File: src/rtl/ccg_exhaustive_tester.sv
// ccg_exhaustive_tester
// Sweeps every input vector of a generated combinational circuit and holds each
// vector for SETTLE cycles before sampling the response. Each response is streamed
// out as a valid/ready beat and folded into a MISR signature. At the end of the
// sweep the signature is compared against a golden value.
module ccg_exhaustive_tester #(
  parameter int               N_IN   = 3,
  parameter int               N_OUT  = 15,
  parameter int               SETTLE = 2,
  parameter logic [N_OUT-1:0] POLY   = 15'h4001,
  parameter logic [N_OUT-1:0] SEED   = '0
) (
  input  logic             clk,
  input  logic             rst_n,
  input  logic             start,
  input  logic [N_OUT-1:0] golden,
  output logic [N_IN-1:0]  x,
  input  logic [N_OUT-1:0] f,
  output logic             rsp_valid,
  input  logic             rsp_ready,
  output logic [N_IN-1:0]  rsp_vec,
  output logic [N_OUT-1:0] rsp_data,
  output logic             busy,
  output logic             done,
  output logic [N_OUT-1:0] signature,
  output logic             pass
);

  // The settle counter needs at least one bit, even when SETTLE is 1
  localparam int CW = (SETTLE > 1) ? $clog2(SETTLE) : 1;
  localparam logic [CW-1:0] CNT_LAST = CW'(SETTLE - 1);
  localparam logic [N_IN-1:0] X_LAST = {N_IN{1'b1}};

  typedef enum logic [2:0] {
    IDLE,
    DRIVE,
    CAPTURE,
    WAIT_RSP,
    DONE
  } state_e;

  state_e           state_q, state_d;
  logic [N_IN-1:0]  x_q, x_d;
  logic [CW-1:0]    cnt_q, cnt_d;
  logic [N_IN-1:0]  vec_q, vec_d;
  logic [N_OUT-1:0] data_q, data_d;
  logic             valid_q, valid_d;
  logic [N_OUT-1:0] sig_q, sig_d;
  logic             busy_q, busy_d;
  logic             pass_q, pass_d;

  // State and datapath registers; reset aborts any sweep in progress
  always_ff @(posedge clk or negedge rst_n) begin
    if (!rst_n) begin
      state_q <= IDLE;
      x_q     <= '0;
      cnt_q   <= '0;
      vec_q   <= '0;
      data_q  <= '0;
      valid_q <= 1'b0;
      sig_q   <= '0;
      busy_q  <= 1'b0;
      pass_q  <= 1'b0;
    end else begin
      state_q <= state_d;
      x_q     <= x_d;
      cnt_q   <= cnt_d;
      vec_q   <= vec_d;
      data_q  <= data_d;
      valid_q <= valid_d;
      sig_q   <= sig_d;
      busy_q  <= busy_d;
      pass_q  <= pass_d;
    end
  end

  // Sweep sequencing: drive, settle, capture into the MISR, hand off the beat
  always_comb begin
    state_d = state_q;
    x_d     = x_q;
    cnt_d   = cnt_q;
    vec_d   = vec_q;
    data_d  = data_q;
    valid_d = valid_q;
    sig_d   = sig_q;
    busy_d  = busy_q;
    pass_d  = pass_q;
    unique case (state_q)
      IDLE: begin
        if (start) begin
          x_d     = '0;
          cnt_d   = '0;
          sig_d   = SEED;
          pass_d  = 1'b0;
          busy_d  = 1'b1;
          state_d = DRIVE;
        end
      end
      DRIVE: begin
        if (cnt_q == CNT_LAST) begin
          state_d = CAPTURE;
        end else begin
          cnt_d = cnt_q + CW'(1);
        end
      end
      CAPTURE: begin
        data_d  = f;
        vec_d   = x_q;
        valid_d = 1'b1;
        sig_d   = {sig_q[N_OUT-2:0], 1'b0} ^ (sig_q[N_OUT-1] ? POLY : '0) ^ f;
        state_d = WAIT_RSP;
      end
      WAIT_RSP: begin
        if (rsp_ready) begin
          valid_d = 1'b0;
          if (x_q == X_LAST) begin
            state_d = DONE;
          end else begin
            x_d     = x_q + N_IN'(1);
            cnt_d   = '0;
            state_d = DRIVE;
          end
        end
      end
      DONE: begin
        pass_d  = (sig_q == golden);
        busy_d  = 1'b0;
        state_d = IDLE;
      end
      default: begin
        state_d = IDLE;
      end
    endcase
  end

  assign x         = x_q;
  assign rsp_valid = valid_q;
  assign rsp_vec   = vec_q;
  assign rsp_data  = data_q;
  assign busy      = busy_q;
  assign done      = (state_q == DONE);
  assign signature = sig_q;
  assign pass      = pass_q;

endmodule

File: config.mk
export PLATFORM = sky130hd
export DESIGN_NAME = ccg_exhaustive_tester
export DESIGN_NICKNAME = d
export VERILOG_FILES = /design/src/rtl/ccg_exhaustive_tester.sv
export SDC_FILE = /design/constraint.sdc
export NUM_CORES = 1
export LEC_CHECK = 0
export BUFFER_PORTS_ARGS = -buffer_cell sky130_fd_sc_hd__buf_2
export CORE_MARGIN = 8
export CORE_UTILIZATION = 35
export CTS_CLUSTER_DIAMETER = 120
export DETAILED_ROUTE_END_ITERATION = 7
export GPL_ROUTABILITY_DRIVEN = 0
export PLACE_DENSITY_LB_ADDON = 0.1
export SYNTH_ARGS = -nofsm -noshare
export SYNTH_HDL_FRONTEND = slang
export SYNTH_SLANG_ARGS = --single-unit
File: constraint.sdc
create_clock -name clk -period 3.1 [get_ports clk]
set_input_delay 0 -clock clk [delete_from_list [all_inputs] [get_ports clk]]
set_output_delay 0 -clock clk [all_outputs]
set_load 0.1 [all_outputs]
Word-level counts from Yosys, hierarchy flattened
Index checks and enable logic that the tools add are counted.
{"block": "word_totals", "ff_bits": 43, "latch_bits": 0, "ram_bits": 0, "romBits": 0, "in_bits": 34, "out_inout_bits": 40, "word_cells": 57, "n_memories": 0}
{"block": "classes", "addsub": 2, "n_mul": 0, "div": 0, "order_cmp": 0, "eq_ne": 10, "shift": 0, "muxes": 22, "n_bitwise": 2, "reduce_logical": 12}
{"op": "$mux W15", "count": 2}
{"op": "$pmux W15 S2", "count": 1}
{"op": "$xor A15 B15 Y15", "count": 2}
{"op": "$mux W3", "count": 7}
{"op": "$eq A15 B15 Y1", "count": 1}
{"op": "$pmux W3 S4", "count": 1}
{"op": "$ne A2 B2 Y1 const B", "count": 4}
{"op": "$reduce_and A4 Y1", "count": 2}
{"op": "$reduce_bool A2 Y1", "count": 4}
{"op": "$eq A3 B2 Y1 const B", "count": 2}
{"op": "$eq A3 B3 Y1 const B", "count": 2}
{"op": "$mux W1", "count": 6}
{"op": "$pmux W1 S2", "count": 3}
{"op": "$pmux W3 S2", "count": 1}
{"op": "$reduce_and A2 Y1", "count": 3}
{"op": "$add A3 B1 Y3 const B", "count": 1}
{"op": "$eq A3 B1 Y1 const B", "count": 1}
{"op": "$logic_not A3 Y1", "count": 1}
{"op": "$pmux W1 S3", "count": 1}
{"op": "$reduce_and A3 Y1", "count": 1}
{"op": "$reduce_bool A3 Y1", "count": 1}
{"op": "$add A1 B1 Y1 const B", "count": 1}

Logic depth before layout (Yosys ltp)
{"block": "logic_depth", "depth_word": 4, "ltp_mapped": 6, "ltp_nobuf": 6}

Worst setup path after synthesis
Ideal clock, no wire load.
{"block": "synth_timing", "kind": "register -> register", "startpoint": "reg state_q[2]", "endpoint": "reg pass_q (netlist: pass)", "setup_time_ps": 97, "t_arrival_ps": 2248, "t_required_ps": 3003, "setup_slack_ps": 755, "stages_incl_launch_ff": 6, "n_path_buf": 1, "synth_period_minus_slack_ps": 2345, "path_cell_list": "dfrtp_1 buf_4 inv_1 nor3_2 nand4_1 o31ai_1"}
{"block": "synth_between", "elab_chain_cells": 3, "elab_cells_between_ends": 6, "cone_classes": "eq/ne (2); mux (1); reduce/logical (3)"}
{"element": "start: declaration", "line": "42", "source": "state_e state_q, state_d;"}
{"element": "start signal: assignment", "line": "65", "source": "state_q <= state_d;"}
{"element": "$eq A3 B3 Y1 *"}
{"element": "via done", "line": "24", "source": "output logic done,"}
{"element": "$reduce_bool A2 Y1 (no source line)"}
{"element": "$reduce_and A2 Y1 (no source line)"}
{"element": "end signal: assignment", "line": "73", "source": "pass_q <= pass_d;"}
{"element": "end: declaration", "line": "50", "source": "logic pass_q, pass_d;"}
The timed path passes the listed nets; every way through them passes the cells marked *.
A chain may end at the register's enable or synchronous reset.

Worst setup path in the final report
{"block": "layout_timing", "startpoint": "reg state_q[2]", "endpoint": "out done"}
{"block": "layout_between", "elab_chain_cells": 1}
{"element": "$eq A3 B3 Y1", "line": "141", "source": "assign done = (state_q == DONE);"}
{"element": "end: declaration", "line": "24"}
No other way between the ends.

==> metrics.md <==
| Metric | Value |
|---|---|
| Gates resized, CTS repair | `0` |
| Synth cell count leaders | `dfrtp_1, xor2_1, mux2_2` |
| First-pass GRT wire length | `between 8000 and 9000 um` |
| Synthesis Warnings | `0` |
| Post-Syn Nets | `196` |
| Crit. End Element | `primary output` |
| Core area | `5820 um^2` |
| Post-synth EDFFs | `0` |
| Top cells by area, synth | `dfrtp_1, xor2_1, mux2_2` |
| HPWL after DPL | `3670 um` |
| Avg Vias per Cell | `4.77` |
| Post-Syn Area per Cell | `approximately 13 um^2` |
| Hold-fix buffers, CTS | `17` |
| Clock Tree Buf Depth | `2` |
| Nets | `287` |
| CTS tree | `built` |
| Share of layout cells above drive strength 1 | `0.434` |
| CP Launch Type | `flip-flop` |
| Slew HR | `0.353` |
| Htree depth | `2` |
| Hold path depth | `3` |
| Final Cycle Share | `0.567` |
| Die Width | `92.9 um` |
| Cts bufs inserted | `5` |
| Arrival @ worst endpoint | `1760 ps` |
| Vias in the first global route | `1,728` |
| Initial core utilization | `0.355` |
| Finished Layout Cells | `between 300 and 400` |
| Clock transition at path regs | `about 80 ps` |
| Slew @ Worst Pin | `971 ps` |
| Status | `completed` |
| CTS Sinks | `43` |
| Synth Flop Type | `dfrtp_1` |
| Worst-skew pair later-pin latency | `290 ps` |
| Fillers | `558` |
| WHS | `27.0 ps` |
| GRT Overall Usage | `0.128` |
| Drt first pass iters | `4` |
| Total die area | `about 8600 um^2` |
| Cell taking the most area after synthesis | `dfrtp_1` |
| Maximum fanout along the worst path | `12` |
| Antenna violations before repair | `0` |
| FMAX | `approximately 570 MHz` |
| Fin util | `0.474` |
| Avg WL per Cell | `15.8 um` |
| Site row count | `28` |
| Final Max Slew Viols | `0` |
| Seq cells post-synth | `43` |
| Input/output buffers | `73` |
| Area delta synth->final | `33.3%` |
| Post-synthesis cell count | `160` |
| Share of flip-flops with an asynchronous set or reset | `1.00` |
| Clock Tree Root | `clkbuf_8` |
| DRT antenna net count | `0` |
| Antenna cell count | `0` |
| Placed Cells | `302` |
| Clk_skew | `about 7.8 ps` |
| Postcts setup bufs | `0` |
| Sum of negative setup slack | `0 ps` |
| WP data required | `3100 ps` |
| Maximum number of pins on one net before global-route repair | `44` |
| DR iter-0 viols | `48` |
| WS Path Type | `reg2out` |
| Count of unique library cells instantiated by Yosys | `36` |
| Post-Syn Area | `2070 um^2` |
| Top cell type's share of synthesized area | `0.521` |
| Post-synthesis sequential area ratio | `0.521` |
| Min Tclk post-route | `~1800 ps` |
| Dominant cell by count in the synthesized netlist | `dfrtp_1` |
| RSZ-0062 raised after global routing | `no` |
| Final setup fails | `0` |
| Reg2Reg Depth | `3` |
| Grt total ovfl | `0` |
| Final hold vios | `0` |
| Hold Crit Class | `in2reg` |
| Number of remaining DRC errors | `0` |
| Die height | `92.9 um` |
| Max Cap Viol | `0` |
| Vias | `~1,600` |
| Final wirelength | `between 5000 and 6000 um` |
| IO Count | `74` |
-- worst paths after layout --
kind                                  to       start  slack, ps
max                                 done  state_q[2]       1340
min                                 busy       start         30
max reg2reg                  rsp_data[1]  state_q[1]       1350
min reg2reg                         busy        busy        500
max in group asynchronous  signature[12]       rst_n       2100
min in group asynchronous     state_q[0]       rst_n        400
-- through the flow --
stage | setup slack (ps) | cell area, um^2
final | 1340 | 2760
after global routing | 1230 | 2760
after CTS | 1330 | 2760
after detailed placement | 1370 | 2480
after global placement | 1400 | 2480
after floorplan | 755 | 2070
-- state kept, by name, summed over array words and instances, names as in the netlist --
signal     count
busy           1
rsp_vec        3
state_q        3
signature     15
rsp_valid      1
pass           1
cnt_q          1
x              3
rsp_data      15
-- kinds of logic (layout without fill, tap and decap cells) --
| kind of cell | after synthesis | after routing | synth area share |
|---|---|---|---|
| and+or+nand+nor | 25 | 25 | 0.0769 |
| adders and majority gates | 2 | 2 | 0.0121 |
| muxes | 21 | 21 | 0.120 |
| buffers and inverters | 9 | 100 | 0.0285 |
| DFF | 43 | 43 | 0.521 |
| xor gates and xnor gates | 30 | 30 | 0.127 |
| AOI/OAI and AO/OA | 30 | 30 | 0.115 |
-- critical path: stages (launching register included) --
cell and delay [ps]:
dfrtp_1 600, inv_1 160, nor3_2 220, buf_2 480
-- layout by cell type (no fill, tap or decap), types with 2 or more instances in the layout --
cell type      synthesis  routed
a21oi_1                3       3
a22o_1                14      14
buf_2                  2      73
clkbuf_8               0       5
dfrtp_1               43      43
dlygate4sd3_1          0      17
ha_1                   2       2
inv_1                  2       2
mux2_2                18      18
mux2_4                 3       3
nand2_1                4       4
nor2_1                 4       4
nor3_1                 2       2
nor3b_1                2       2
nor4_1                 3       3
o21ai_0                5       5
xnor2_1                2       2
xor2_1                28      28
-- layout make-up --
cell class / instances / area (um^2) / area share
Inverter: 2 / 7.51 / 0.00272
Timing Repair Buffer: 91 / 543 / 0.197
Tap cell: 75 / 93.8 / 0.0341
Sequential cell: 43 / 1080 / 0.391
Clock buffer: 6 / 72.6 / 0.0263
Clock inverter: 1 / 30.0 / 0.0109
Multi-Input combinational cell: 108 / 932 / 0.338
-- routing by layer --
metal / global-route usage / vias up / wire (um)
met5: 0 / - / 0
met4: 0.0577 / 0 / 96
met3: 0.0429 / 10 / 327
met2: 0.207 / 45 / 2550
met1: 0.151 / 754 / 2170
li1: - / 745 / -
Power is not shown: default switching activity piles up to over one toggle a cycle in this logic, so the estimate is an artifact.
